`src/rtl/dsp_ex_ctrl_v2.sv`:
```
`default_nettype none
// ============================================================================
// Module   : dsp_ex_ctrl_v2
// Brief    : Execution-phase address sequencer for the DSP PE array. Walks
//            depth/K/HW loops over a latched tile description, issues
//            act/wgt/out buffer addresses through a 2-stage pipeline, emits
//            partial-sum select windows and a start/busy/done handshake.
// Config   : DSP_EX_CTRL_STALL_EN - when defined, ex_stall freezes issue;
//            when undefined, ex_stall is ignored and issue is unconditional.
// Revision : 2.0 - parametrised successor of the fixed-width ex-controller
// ============================================================================
module dsp_ex_ctrl_v2 #(
  parameter int ROWS    = 16,
  parameter int DIM_W   = 8,
  parameter int DEPTH_W = 16,
  parameter int ACT_AW  = 12,
  parameter int WGT_AW  = 12,
  parameter int OUT_AW  = 14
) (
  input  logic               clk,
  input  logic               rst_n,
  input  logic [DIM_W-1:0]   cfg_K,
  input  logic [DIM_W-1:0]   cfg_HW,
  input  logic [DEPTH_W-1:0] cfg_CIJ,
  input  logic               cfg_loop_order,
  input  logic               tile_start,
  input  logic               ex_stall,
  output logic               tile_busy,
  output logic               tile_done,
  output logic [ACT_AW-1:0]  act_addr,
  output logic [WGT_AW-1:0]  wgt_addr,
  output logic [OUT_AW-1:0]  out_addr,
  output logic               addr_valid,
  output logic               psum_sel
);

  // Wide enough that every product and sum below is exact before truncation.
  localparam int         c_PW       = DIM_W + DEPTH_W + OUT_AW;
  localparam logic [5:0] c_WIN_LOAD = 6'(ROWS);

  typedef enum logic [1:0] {
    S_IDLE  = 2'd0,
    S_RUN   = 2'd1,
    S_DRAIN = 2'd2
  } state_t;

  state_t             r_state;
  logic               r_busy;
  logic               r_done;
  logic [DIM_W-1:0]   r_k_cfg;
  logic [DIM_W-1:0]   r_hw_cfg;
  logic [DEPTH_W-1:0] r_cij;
  logic               r_order;
  logic [OUT_AW-1:0]  r_hwcij;
  logic [DIM_W-1:0]   r_k;
  logic [DIM_W-1:0]   r_hw;
  logic [DEPTH_W-1:0] r_d;

  logic               r_s1_valid;
  logic [ACT_AW-1:0]  r_p_act;
  logic [WGT_AW-1:0]  r_p_wgt;
  logic [OUT_AW-1:0]  r_p_out_k;
  logic [OUT_AW-1:0]  r_p_out_hw;
  logic [DEPTH_W-1:0] r_s1_d;

  logic               r_valid;
  logic [ACT_AW-1:0]  r_act;
  logic [WGT_AW-1:0]  r_wgt;
  logic [OUT_AW-1:0]  r_out;
  logic [5:0]         r_win;

  logic w_stall;
  logic w_issue;
  logic w_d_full;
  logic w_k_full;
  logic w_hw_full;
  logic w_k_adv;
  logic w_hw_adv;
  logic w_last;
  logic w_zero;

`ifdef DSP_EX_CTRL_STALL_EN
  assign w_stall = ex_stall;
`else
  logic w_unused_stall;
  assign w_unused_stall = ex_stall;
  assign w_stall        = 1'b0;
`endif

  assign w_issue   = (r_state == S_RUN) && !w_stall;
  assign w_d_full  = (r_d  == r_cij    - DEPTH_W'(1));
  assign w_k_full  = (r_k  == r_k_cfg  - DIM_W'(1));
  assign w_hw_full = (r_hw == r_hw_cfg - DIM_W'(1));
  // The middle loop advances on every depth wrap; the outer loop also needs
  // the middle loop full. Loop order only swaps which of K/HW is which.
  assign w_k_adv   = w_d_full && (r_order ? w_hw_full : 1'b1);
  assign w_hw_adv  = w_d_full && (r_order ? 1'b1 : w_k_full);
  assign w_last    = w_d_full && w_k_full && w_hw_full;
  assign w_zero    = (cfg_K == '0) || (cfg_HW == '0) || (cfg_CIJ == '0);

  // Control FSM: tile latch, loop counters and the busy/done handshake.
  always_ff @(posedge clk) begin
    if (!rst_n) begin
      r_state  <= S_IDLE;
      r_busy   <= 1'b0;
      r_done   <= 1'b0;
      r_k_cfg  <= '0;
      r_hw_cfg <= '0;
      r_cij    <= '0;
      r_order  <= 1'b0;
      r_hwcij  <= '0;
      r_k      <= '0;
      r_hw     <= '0;
      r_d      <= '0;
    end else begin
      r_done <= 1'b0;
      case (r_state)
        S_IDLE: begin
          if (tile_start) begin
            r_k_cfg  <= cfg_K;
            r_hw_cfg <= cfg_HW;
            r_cij    <= cfg_CIJ;
            r_order  <= cfg_loop_order;
            r_hwcij  <= OUT_AW'(c_PW'(cfg_HW) * c_PW'(cfg_CIJ));
            r_k      <= '0;
            r_hw     <= '0;
            r_d      <= '0;
            r_busy   <= 1'b1;
            r_state  <= w_zero ? S_DRAIN : S_RUN;
          end
        end
        S_RUN: begin
          if (w_issue) begin
            r_d <= w_d_full ? '0 : r_d + DEPTH_W'(1);
            if (w_k_adv)  r_k  <= w_k_full  ? '0 : r_k  + DIM_W'(1);
            if (w_hw_adv) r_hw <= w_hw_full ? '0 : r_hw + DIM_W'(1);
            if (w_last)   r_state <= S_DRAIN;
          end
        end
        S_DRAIN: begin
          // Window counter at 1 closes on this edge, so done lines up with
          // the first cycle after the last psum_sel beat.
          if (!r_s1_valid && (r_win <= 6'd1)) begin
            r_state <= S_IDLE;
            r_busy  <= 1'b0;
            r_done  <= 1'b1;
          end
        end
        default: begin
          r_state <= S_IDLE;
          r_busy  <= 1'b0;
        end
      endcase
    end
  end

  // Stage 1: products and depth index; a stalled cycle becomes a bubble.
  always_ff @(posedge clk) begin
    if (!rst_n) begin
      r_s1_valid <= 1'b0;
      r_p_act    <= '0;
      r_p_wgt    <= '0;
      r_p_out_k  <= '0;
      r_p_out_hw <= '0;
      r_s1_d     <= '0;
    end else begin
      r_s1_valid <= w_issue;
      if (w_issue) begin
        r_p_act    <= ACT_AW'(c_PW'(r_hw) * c_PW'(r_cij));
        r_p_wgt    <= WGT_AW'(c_PW'(r_k)  * c_PW'(r_cij));
        r_p_out_k  <= OUT_AW'(c_PW'(r_k)  * c_PW'(r_hwcij));
        r_p_out_hw <= OUT_AW'(c_PW'(r_hw) * c_PW'(r_cij));
        r_s1_d     <= r_d;
      end
    end
  end

  // Stage 2: final address sums; addresses hold while no beat is valid.
  always_ff @(posedge clk) begin
    if (!rst_n) begin
      r_valid <= 1'b0;
      r_act   <= '0;
      r_wgt   <= '0;
      r_out   <= '0;
    end else begin
      r_valid <= r_s1_valid;
      if (r_s1_valid) begin
        r_act <= ACT_AW'(c_PW'(r_p_act) + c_PW'(r_s1_d));
        r_wgt <= WGT_AW'(c_PW'(r_p_wgt) + c_PW'(r_s1_d));
        r_out <= OUT_AW'(c_PW'(r_p_out_k) + c_PW'(r_p_out_hw) + c_PW'(r_s1_d));
      end
    end
  end

  // Partial-sum window: (re)loads on every depth-wrap issue, free-runs down.
  always_ff @(posedge clk) begin
    if (!rst_n) begin
      r_win <= '0;
    end else if (w_issue && w_d_full) begin
      r_win <= c_WIN_LOAD;
    end else if (r_win != 6'd0) begin
      r_win <= r_win - 6'd1;
    end
  end

  assign tile_busy  = r_busy;
  assign tile_done  = r_done;
  assign act_addr   = r_act;
  assign wgt_addr   = r_wgt;
  assign out_addr   = r_out;
  assign addr_valid = r_valid;
  assign psum_sel   = (r_win != 6'd0);

endmodule
`default_nettype wire
```
`config.mk`:
```
export PLATFORM = sky130hd
export DESIGN_NAME = dsp_ex_ctrl_v2
export DESIGN_NICKNAME = d
export VERILOG_FILES = /design/src/rtl/dsp_ex_ctrl_v2.sv
export SDC_FILE = /design/constraint.sdc
export NUM_CORES = 1
export LEC_CHECK = 0
export BUFFER_PORTS_ARGS = -buffer_cell sky130_fd_sc_hd__buf_2
export CAP_MARGIN = 20
export CELL_PAD_IN_SITES_DETAIL_PLACEMENT = 1
export CELL_PAD_IN_SITES_GLOBAL_PLACEMENT = 1
export CORE_MARGIN = 2
export CORE_UTILIZATION = 49
export DETAILED_ROUTE_END_ITERATION = 10
export HOLD_SLACK_MARGIN = 0.08
export PLACE_DENSITY = 0.93
export SYNTH_ARGS = -nofsm -noshare
export SYNTH_HDL_FRONTEND = slang
export SYNTH_SLANG_ARGS = --single-unit
```
`constraint.sdc`:
```
create_clock -name clk -period 6.6 [get_ports clk]
set_input_delay 1.32 -clock clk [delete_from_list [all_inputs] [get_ports clk]]
set_output_delay 1.32 -clock clk [all_outputs]
set_load 0.01 [all_outputs]
```
==> impl_results.md, run 1 <==
* Initial antenna violation count at 0
* Critical path type: flop to flop
* Hold slack at roughly 480 ps
* Outcome: finished clean
* PwrDens at between 150 and 200 nW/um^2
* WL per Instance at 21.14 um
* CP max-delay cell: dfxtp_1
* TritonCTS clock tree: done
* Postcts setup bufs at 0
* Rows at 71
* DRC Markers at 0
* H-tree depth at 4
* GP Congestion at 0.8661
* Area after DPL at ~20000 um^2
* Setup Skew at 22.03 ps
* Worst R2R Path Depth at 18
* Synth top area share at between 20% and 30%
* Leak Pwr at about 9 nW
* Req. time, crit path at ~7000 ps
* Share of layout cells above drive strength 1 at under 10%
* DRT Wirelength at 58340 um
* Arrival time at the worst endpoint at 5770 ps
* Max Cap Viol at 0
* Yosys reg bits at ~180
* HP Class: flop to flop
* All-layer global routing usage at between 20% and 30%
* Startpoint Class: flop
* Post-route cell area at 20210 um^2
* Via count of the routed design at between 15k and 20k
* Total global routing overflow at 0
* End of the worst hold path: act_addr[1]$_SDFFE_PN0P_
* First-pass GRT wire length at roughly 94000 um
* DR pass1 iterations at 5
* Commonest non-fill, non-tap cell in the layout: nand2_1
* CP max stage delay at between 1000 and 1500 ps
* Syn Inst Count at approximately 2.2k
* Post-CTS Hold Fix Bufs at 0
* Worst Hold Launch: act_addr[1]$_SDFFE_PN0P_
* Final WS setup at 1219 ps
* CTS root buf: clkbuf_16
* RSZ-0062 raised after global routing: false
* Fin nets at roughly 2.6k
* PostCTS Resize Cnt at 0
* Top_reg_cell synth: dfxtp_1
* Die ar. at 40040 um^2
* Crit-path max FO at 27
* Reg2reg start: r_k[3]$_SDFFE_PN0P_
* Starting Density at 49.91%
* Minimum clock period at roughly 5400 ps
* Hold depth at 1
* Routed Antenna Nets at 0
* Final hold violations at 0
* Setup TNS at 0 ps
* Synth area leader: fa_1
* Yosys warns at 0
* Commonest cells after routing, fill and taps aside: nand2_1, inv_1, and2_1, fa_1, dfxtp_1
* Register area share after synthesis at 19.44%
* Fraction of registers with async set or reset after synthesis at 0%
* Largest net degree at the start of global routing at just over 90
* Netlist Area Pre-Place at roughly 19000 um^2
* Netlist cell types at between 70 and 80
* Worst path top cell family by delay: adder cells
* Core area at 37760 um^2
* Iter 0 DRT Violations at between 1k and 1.5k
* Vias in the first global route at approximately 18k
* Synthesis-to-layout area growth at 7.271%
* Slew Viols, Final at 0
* Fillers at approximately 4.5k
* Top Ports at 79
* CP endpoint kind: flop
* Bufs and invs on worst path at 3
* Max VDD drop at around 160 uV
* Sink Count at 183
* Maximum achievable frequency at ~190 MHz
* Critical path, cell by cell: nand2_1, fa_1, inv_1, fa_1, ha_1, inv_1, fa_1, inv_1, ha_1, nor2b_1, o21ai_0, a21boi_0, o21a_1, o21ai_0, a21oi_1, o21ai_0, nand3b_1, a21boi_0
* Mapped Nets at about 2.6k
* Average size of a mapped cell at 8.413 um^2
* HPWL after DPL at 42660 um
* Worst-margin pin slew at 1077 ps
* TritonCTS Buffers at 17
* Reg-to-Reg End: r_p_out_k[13]$_SDFFE_PN0P_
* Die height at 200.1 um
* Longest Clk Path Bufs at 2
* Slew headroom at between 20% and 30%
* R2r setup slk at roughly 1200 ps
* Number of port buffers at 77
* Synth top area cells: fa_1, dfxtp_1, ha_1, and2_1, nand2_1
* Post-synth EDFFs at 0
* Register area at about 3700 um^2
* Antenna cells at 0
* Worst-Skew Late Latency at roughly 480 ps
* Vias per inst at 5.775
* Final Setup Violations at 0
* Fin crit share at about 80%
* Clock-pin slew of the registers on the worst-case setup and hold paths at about 80 ps
* Placement Setup Slack at roughly 1100 ps
* Multi-input gate area at between 10000 and 15000 um^2
* Die X at around 200 um
layer usage:
layer	vias to the layer above	global-route usage, %	routed length, um
met2	560	53.62	30130
met3	211	4.116	2835
met1	8039	32.81	22380
met4	0	16.07	2994
li1	7128	-	-
met5	-	0	0
synth_stat cells, drive strengths merged, types with 3 or more instances:
cell	instances
a31oi	9
nor2b	40
and3	15
a22o	5
a21boi	81
xnor2	102
nand3b	17
a21o	18
a2111oi	5
o21bai	11
nand4	12
o21ai	70
inv	292
nor4	21
a21oi	69
or4	7
nor3b	6
and4b	3
buf	10
xor2	54
dfxtp	183
a32o	3
o31ai	6
nor2	54
nand2b	8
o211a	10
nor3	18
mux2i	33
and2	249
nor4b	4
o2111ai	6
o21a	7
o311ai	4
ha	129
nand2	314
clkbuf	107
nand3	31
fa	196
or3	5
cells by family after synthesis:
logic type | after synthesis | share of synthesized area, %
adders and majority gates | 325 | 29.39
xor gates and xnor gates | 156 | 7.251
AOI/OAI and AO/OA | 321 | 11.58
muxes | 34 | 1.813
DFF | 183 | 19.44
and+or+nand+nor | 812 | 22.37
buffers and inverters | 409 | 8.160
state kept, by name, indices dropped and copies added, names as in the netlist, 2 cells and up:
signal	cells
r_cij	16
r_d	16
out_addr	14
r_hwcij	14
r_p_out_k	14
r_s1_d	14
act_addr	12
r_p_wgt	12
wgt_addr	12
r_p_act	11
r_hw	8
r_hw_cfg	8
r_k	8
r_k_cfg	8
r_win	6
r_p_out_hw	3
r_state	2
metrics by stage:
step / total power [W] / util, % / std cells
after floorplan: 0.002159 / - / 2240
after CTS: 0.003700 / 53.50 / 2758
after global routing: 0.003887 / 53.54 / 2760
after detailed placement: 0.002541 / 51.80 / 2726
after global placement: 0.002414 / 51.80 / 2726
final: 0.003698 / 53.54 / 2760
how the worst max path moves through the flow:
stage / start / endpoint / slack, ps / cells past startpoint
6_report: r_k[3]$_SDFFE_PN0P_ / r_p_out_k[13]$_SDFFE_PN0P_ / 1220 / 18
5_1_grt: r_k[3]$_SDFFE_PN0P_ / r_p_out_k[13]$_SDFFE_PN0P_ / 860 / 18
4_1_cts: r_k[3]$_SDFFE_PN0P_ / r_p_out_k[13]$_SDFFE_PN0P_ / 1270 / 18
3_5_place_dp: cfg_HW[2] / r_hwcij[12]$_SDFFE_PN0P_ / 1110 / 17
3_3_place_gp: cfg_HW[2] / r_hwcij[12]$_SDFFE_PN0P_ / 1200 / 17
2_1_floorplan: cfg_HW[2] / r_hwcij[12]$_SDFFE_PN0P_ / 1500 / 17
power breakdown:
| group | leakage [nW] | internal (W) | switching [W] |
|---|---|---|---|
| clock | 0.313 | 0.000588 | 0.000567 |
| sequential | 1.49 | 0.00117 | 0.000140 |
| combinational | 7.34 | 0.000504 | 0.000725 |
| total | 9.14 | 0.00227 | 0.00143 |
area by class of cell:
type	count	area share, %
clock buffers	17	2.104
well taps	511	3.163
inverters	292	5.422
repair buffers	94	2.550
flip-flops and latches	183	18.13
clock inverters	15	1.071
multi-input cells	1648	67.56
Power figures use the tool's default switching activity.
==> run 2, diff against run 1 <==
clock period = 5.1 ns   (was 6.6 ns; I/O delays follow)
==> impl_results.md, run 2 (same netlist as run 1, synthesis figures left out) <==
* Leak Pwr at between 9 and 10 nW
* Final hold violations at 0
* Slew headroom at 31.02%
* Largest net degree at the start of global routing at 92
* CP endpoint kind: flop
* Core area at roughly 38000 um^2
* Minimum clock period at roughly 4900 ps
* Req. time, crit path at roughly 5500 ps
* Routed Antenna Nets at 0
* DRC Markers at 0
* Antenna cells at 0
* Top flop regs: r_cij x16, r_d x16
* Placement Setup Slack at -208.1 ps
* PostCTS Resize Cnt at 0
* HP Class: flop to flop
* Commonest cells after routing, fill and taps aside: nand2_1, inv_1, and2_1, fa_1, dfxtp_1
* Fin nets at 2635
* Commonest non-fill, non-tap cell in the layout: nand2_1
* WL per Instance at between 20 and 25 um
* Maximum achievable frequency at between 200 and 250 MHz
* Postcts setup bufs at 0
* Crit-path max FO at 14
* Worst path top cell family by delay: adder cells
* Slew Viols, Final at 0
* Post-CTS Hold Fix Bufs at 0
* Outcome: finished clean
* Number of port buffers at 77
* Critical path, cell by cell: buf_4, and2_1, fa_1, ha_1, inv_1, fa_1, fa_1, inv_1, ha_1, inv_1, o21ai_0, a21oi_1, o21ai_0, a21oi_1, xor2_1, o21ai_0, and2_1
* Max VDD drop at around 210 uV
* Final Setup Violations at 0
* Final WS setup at 159.2 ps
* Critical path type: flop to flop
* GP Congestion at between 0.8 and 0.9
* Iter 0 DRT Violations at about 1.1k
* PwrDens at 236.9 nW/um^2
* Starting Density at 49.91%
* CTS root buf: clkbuf_16
* Vias per inst at approximately 5.9
* Longest Clk Path Bufs at 2
* All-layer global routing usage at 32.16%
* Top Ports at a little under 80
* Clock-pin slew of the registers on the worst-case setup and hold paths at around 90 ps
* Total global routing overflow at 0
* Die X at about 200 um
* Sink Count at ~180
* Setup Skew at 22.47 ps
* Fin crit share at 96.88%
* Die ar. at 40040 um^2
* H-tree depth at 4
* Initial antenna violation count at 0
* Worst-margin pin slew at roughly 1000 ps
* CP max stage delay at approximately 550 ps
* Worst R2R Path Depth at 17
* Max Cap Viol at 0
* Hold depth at 2
* CP max-delay cell: dfxtp_2
* DRT Wirelength at roughly 64000 um
* Die height at around 200 um
* TritonCTS Buffers at 17
* Vias in the first global route at around 19k
* Via count of the routed design at about 16k
* First-pass GRT wire length at 100700 um
* Rows at between 70 and 80
* RSZ-0062 raised after global routing: false
* DR pass1 iterations at 5
* Bufs and invs on worst path at 4
* Arrival time at the worst endpoint at about 5300 ps
* HPWL after DPL at 47300 um
* Worst-Skew Late Latency at about 500 ps
* Startpoint Class: flop
* Share of layout cells above drive strength 1 at 8.268%
* Final Power at ~0.0049 W
* Synthesis-to-layout area growth at 8.758%
* TritonCTS clock tree: done
* Stages on worst setup path at 17
-- run 2: cell types whose count changed in the layout (fill, tap and decap cells not counted), sizes merged --
cell and change:
buf +38, bufinv -2, clkbuf -1, inv +1, clkinv +1
-- run 2: report_power, final --
part           total [W]  switching [W]  internal [W]
Clock            0.00148       0.000793      0.000685
Sequential       0.00167       0.000148       0.00152
Combinational    0.00171        0.00103      0.000677
Total            0.00485        0.00197       0.00288
-- run 2: per-layer routing --
metal | track usage, % | up-vias | wire (um)
met2 | 57.51 | 701 | 32640
met4 | 22.89 | 0 | 4528
met5 | 0 | - | 0
met1 | 34.45 | 8244 | 23470
li1 | - | 7209 | -
met3 | 5.369 | 294 | 3166
-- run 2: worst paths after layout --
check,start,slack [ps],end
setup reg to reg,r_cij[4]$_SDFFE_PN0P_,160,r_p_act[10]$_SDFFE_PN0P_
hold reg to reg,r_p_wgt[0]$_SDFFE_PN0P_,480,r_p_wgt[0]$_SDFFE_PN0P_
setup / recovery,r_cij[4]$_SDFFE_PN0P_,160,r_p_act[10]$_SDFFE_PN0P_
hold / removal,r_p_wgt[0]$_SDFFE_PN0P_,480,r_p_wgt[0]$_SDFFE_PN0P_
-- run 2: worst reg2reg max path, stage by stage (launching register included) --
cell and delay (ps):
dfxtp_2 550, buf_4 260, and2_1 220, fa_1 460, ha_1 340, inv_1 80
fa_1 440, fa_1 500, inv_1 70, ha_1 310, inv_1 80, o21ai_0 180
a21oi_1 120, o21ai_0 380, a21oi_1 160, xor2_1 330, o21ai_0 140, and2_1 210
-- run 2: layout make-up --
type / count / area (um^2)
inverters: 292 / 1096
fillers: 4503 / 17260
repair buffers: 131 / 793.3
well taps: 511 / 639.4
multi-input cells: 1648 / 13660
clock buffers: 17 / 425.4
flip-flops and latches: 183 / 3672
clock inverters: 15 / 211.5
-- run 2: per-stage QoR --
stage          TNS (ps)  utilization [%]  cell area, um^2  instances  hold WS (ps)
3_5_place_dp     -534.9            52.56            19840       2764         466.7
5_1_grt               0            54.28            20490       2797         496.3
6_report              0            54.28            20490       2797         482.2
2_1_floorplan         0                -            18840       2240         441.0
4_1_cts               0            54.24            20480       2796         486.7
3_3_place_gp          0            52.56            19840       2764         459.8
==> run 3, diff against run 2 <==
ABC_AREA = 1   (was not set)
CORE_UTILIZATION = 47   (was 49)
==> impl_results.md, run 3 <==
* Outcome: finished clean
* Yosys warns at 0
* Die ar. at 43760 um^2
* Crit-path max FO at 12
* Fraction of registers with async set or reset after synthesis at 0%
* Final Power at around 0.007 W
* Multi-input gate area at between 10000 and 15000 um^2
* Max Cap Viol at 0
* Arrival time at the worst endpoint at 5290 ps
* Starting Density at between 40% and 50%
* Die height at 209.2 um
* Max VDD drop at 194.9 uV
* Via count of the routed design at roughly 19k
* PwrDens at between 300 and 400 nW/um^2
* Top flop regs: r_cij x16, r_d x16
* Fin crit share at 96.46%
* Sink Count at 183
* Final Setup Violations at 0
* Fillers at approximately 5.4k
* DRC Markers at 0
* Commonest non-fill, non-tap cell in the layout: inv_1
* DR pass1 iterations at 5
* Synth top area cells: fa_1, dfxtp_1, inv_1, nand2_1, ha_1
* Register area share after synthesis at between 10% and 20%
* DRT Wirelength at around 70000 um
* Initial antenna violation count at 1
* CTS root buf: clkbuf_16
* Worst-Skew Late Latency at 490 ps
* Final Util at about half
* Top Ports at a little under 80
* Yosys reg bits at 183
* Post-synth EDFFs at 0
* Average size of a mapped cell at 7.028 um^2
* Placement Setup Slack at between 70 and 80 ps
* Leak Pwr at 11.95 nW
* Slew Viols, Final at 0
* TritonCTS clock tree: done
* Synth top area share at approximately a fifth
* All-layer global routing usage at around a third
* Mapped Nets at roughly 3.2k
* Clock-pin slew of the registers on the worst-case setup and hold paths at about 80 ps
* Longest Clk Path Bufs at 2
* Vias per inst at between 5 and 6
* Iter 0 DRT Violations at roughly 1.1k
* RSZ-0062 raised after global routing: false
* Minimum clock period at roughly 5000 ps
* Commonest cells after routing, fill and taps aside: inv_1, nand2_1, nor2_1, fa_1, dfxtp_1
* HP Class: flop to flop
* Maximum achievable frequency at 203.3 MHz
* Rows at 75
* Share of layout cells above drive strength 1 at roughly 7.5%
* Final WS setup at approximately 180 ps
* Number of port buffers at just under 80
* Setup TNS at 0 ps
* CP endpoint kind: flop
* Netlist Area Pre-Place at slightly below 20000 um^2
* Startpoint Class: flop
* Critical path type: flop to flop
* Total global routing overflow at 0
* H-tree depth at 4
* Synthesis-to-layout area growth at 7.252%
* HPWL after DPL at about 52000 um
* Worst-margin pin slew at 1089 ps
* Slew headroom at between 20 and 30%
* Core area at 41760 um^2
* Syn Inst Count at 2816
* Most frequent cells after synthesis: inv_1, nand2_1, nor2_1
* First-pass GRT wire length at around 110000 um
* Routed Antenna Nets at 0
* GP Congestion at around 0.89
* Req. time, crit path at between 5000 and 6000 ps
* Final hold violations at 0
* Largest net degree at the start of global routing at between 90 and 100
* Top_reg_cell synth: dfxtp_1
* Die X at between 200 and 250 um
* WL per Instance at ~20 um
* Setup Skew at between 15 and 20 ps
* Register area at around 3700 um^2
* Top-count cell post-synth: inv_1
* TritonCTS Buffers at 17
* Vias in the first global route at between 20k and 25k
* Synth area leader: fa_1
* Fin nets at ~3.2k
* Netlist cell types at 50
run 3: power by group:
group,switching (W),internal [W],total [W]
combinational,0.00226,0.00119,0.00346
sequential,0.000428,0.00170,0.00213
clock,0.000655,0.000739,0.00139
run 3: layout make-up:
cell class                 count  share of cell area (%)
sequential                   183                   17.28
antenna                        3                 0.03537
timing repair buffer         116                   3.195
clock buffer                  18                   2.069
inverter                     638                   11.28
clock inverter                13                  0.7015
tap                          539                   3.177
multi-input combinational   1868                   62.26
run 3: path summary, 6_finish.rpt:
| kind | slack (ps) | from | endpoint | cells past startpoint |
|---|---|---|---|---|
| max | 180 | r_hw[6]$_SDFFE_PN0P_ | r_p_out_hw[13]$_SDFFE_PN0P_ | 16 |
| min | 480 | act_addr[10]$_SDFFE_PN0P_ | act_addr[10]$_SDFFE_PN0P_ | 2 |
| max reg2reg | 180 | r_hw[6]$_SDFFE_PN0P_ | r_p_out_hw[13]$_SDFFE_PN0P_ | 16 |
| min reg2reg | 480 | act_addr[10]$_SDFFE_PN0P_ | act_addr[10]$_SDFFE_PN0P_ | 2 |
run 3: routing by layer:
| layer | vias up | global-route usage [%] | part of all wire [%] |
|---|---|---|---|
| met1 | 9372 | 34.16 | 37 |
| met3 | 297 | 5.771 | 4.8 |
| li1 | 8491 | - | - |
| met5 | - | 0 | 0 |
| met4 | 0 | 21.80 | 6.9 |
| met2 | 672 | 58.67 | 51 |
run 3: cells by family after synthesis:
kind of cell / share of synthesized area (%)
and+or+nand+nor: 22.84
buffers and inverters: 14.71
AOI/OAI and AO/OA: 9.604
adders and majority gates: 27.98
DFF: 18.51
xor gates and xnor gates: 6.354
run 3: metrics by stage:
| stage | hold WS, ps | cells | instance area, um^2 |
|---|---|---|---|
| floorplan | 453.3 | 2816 | 19790 |
| global placement | 456.6 | 3344 | 20630 |
| detailed placement | 469.0 | 3344 | 20630 |
| CTS | 490.2 | 3375 | 21220 |
| global route | 519.6 | 3375 | 21220 |
| finish | 483.7 | 3378 | 21230 |
run 3: critical path, stage by stage (launching register included):
cell and delay (ps):
dfxtp_1 780, nand2_1 210, fa_1 570, fa_1 530, fa_1 540, fa_1 570, inv_1 60, ha_1 380
inv_1 120, nor3_1 310, nand2_1 90, o311ai_0 140, a31oi_1 120, nand2_1 100, nand2_1 50, o21ai_0 180
inv_1 60
run 3: repair_timing:
action | in CTS | in global routing
endpoints found under the setup margin | 0 | 2
gates resized for setup | 0 | 2
hold buffers | 0 | 0
buffers inserted | 0 | 0
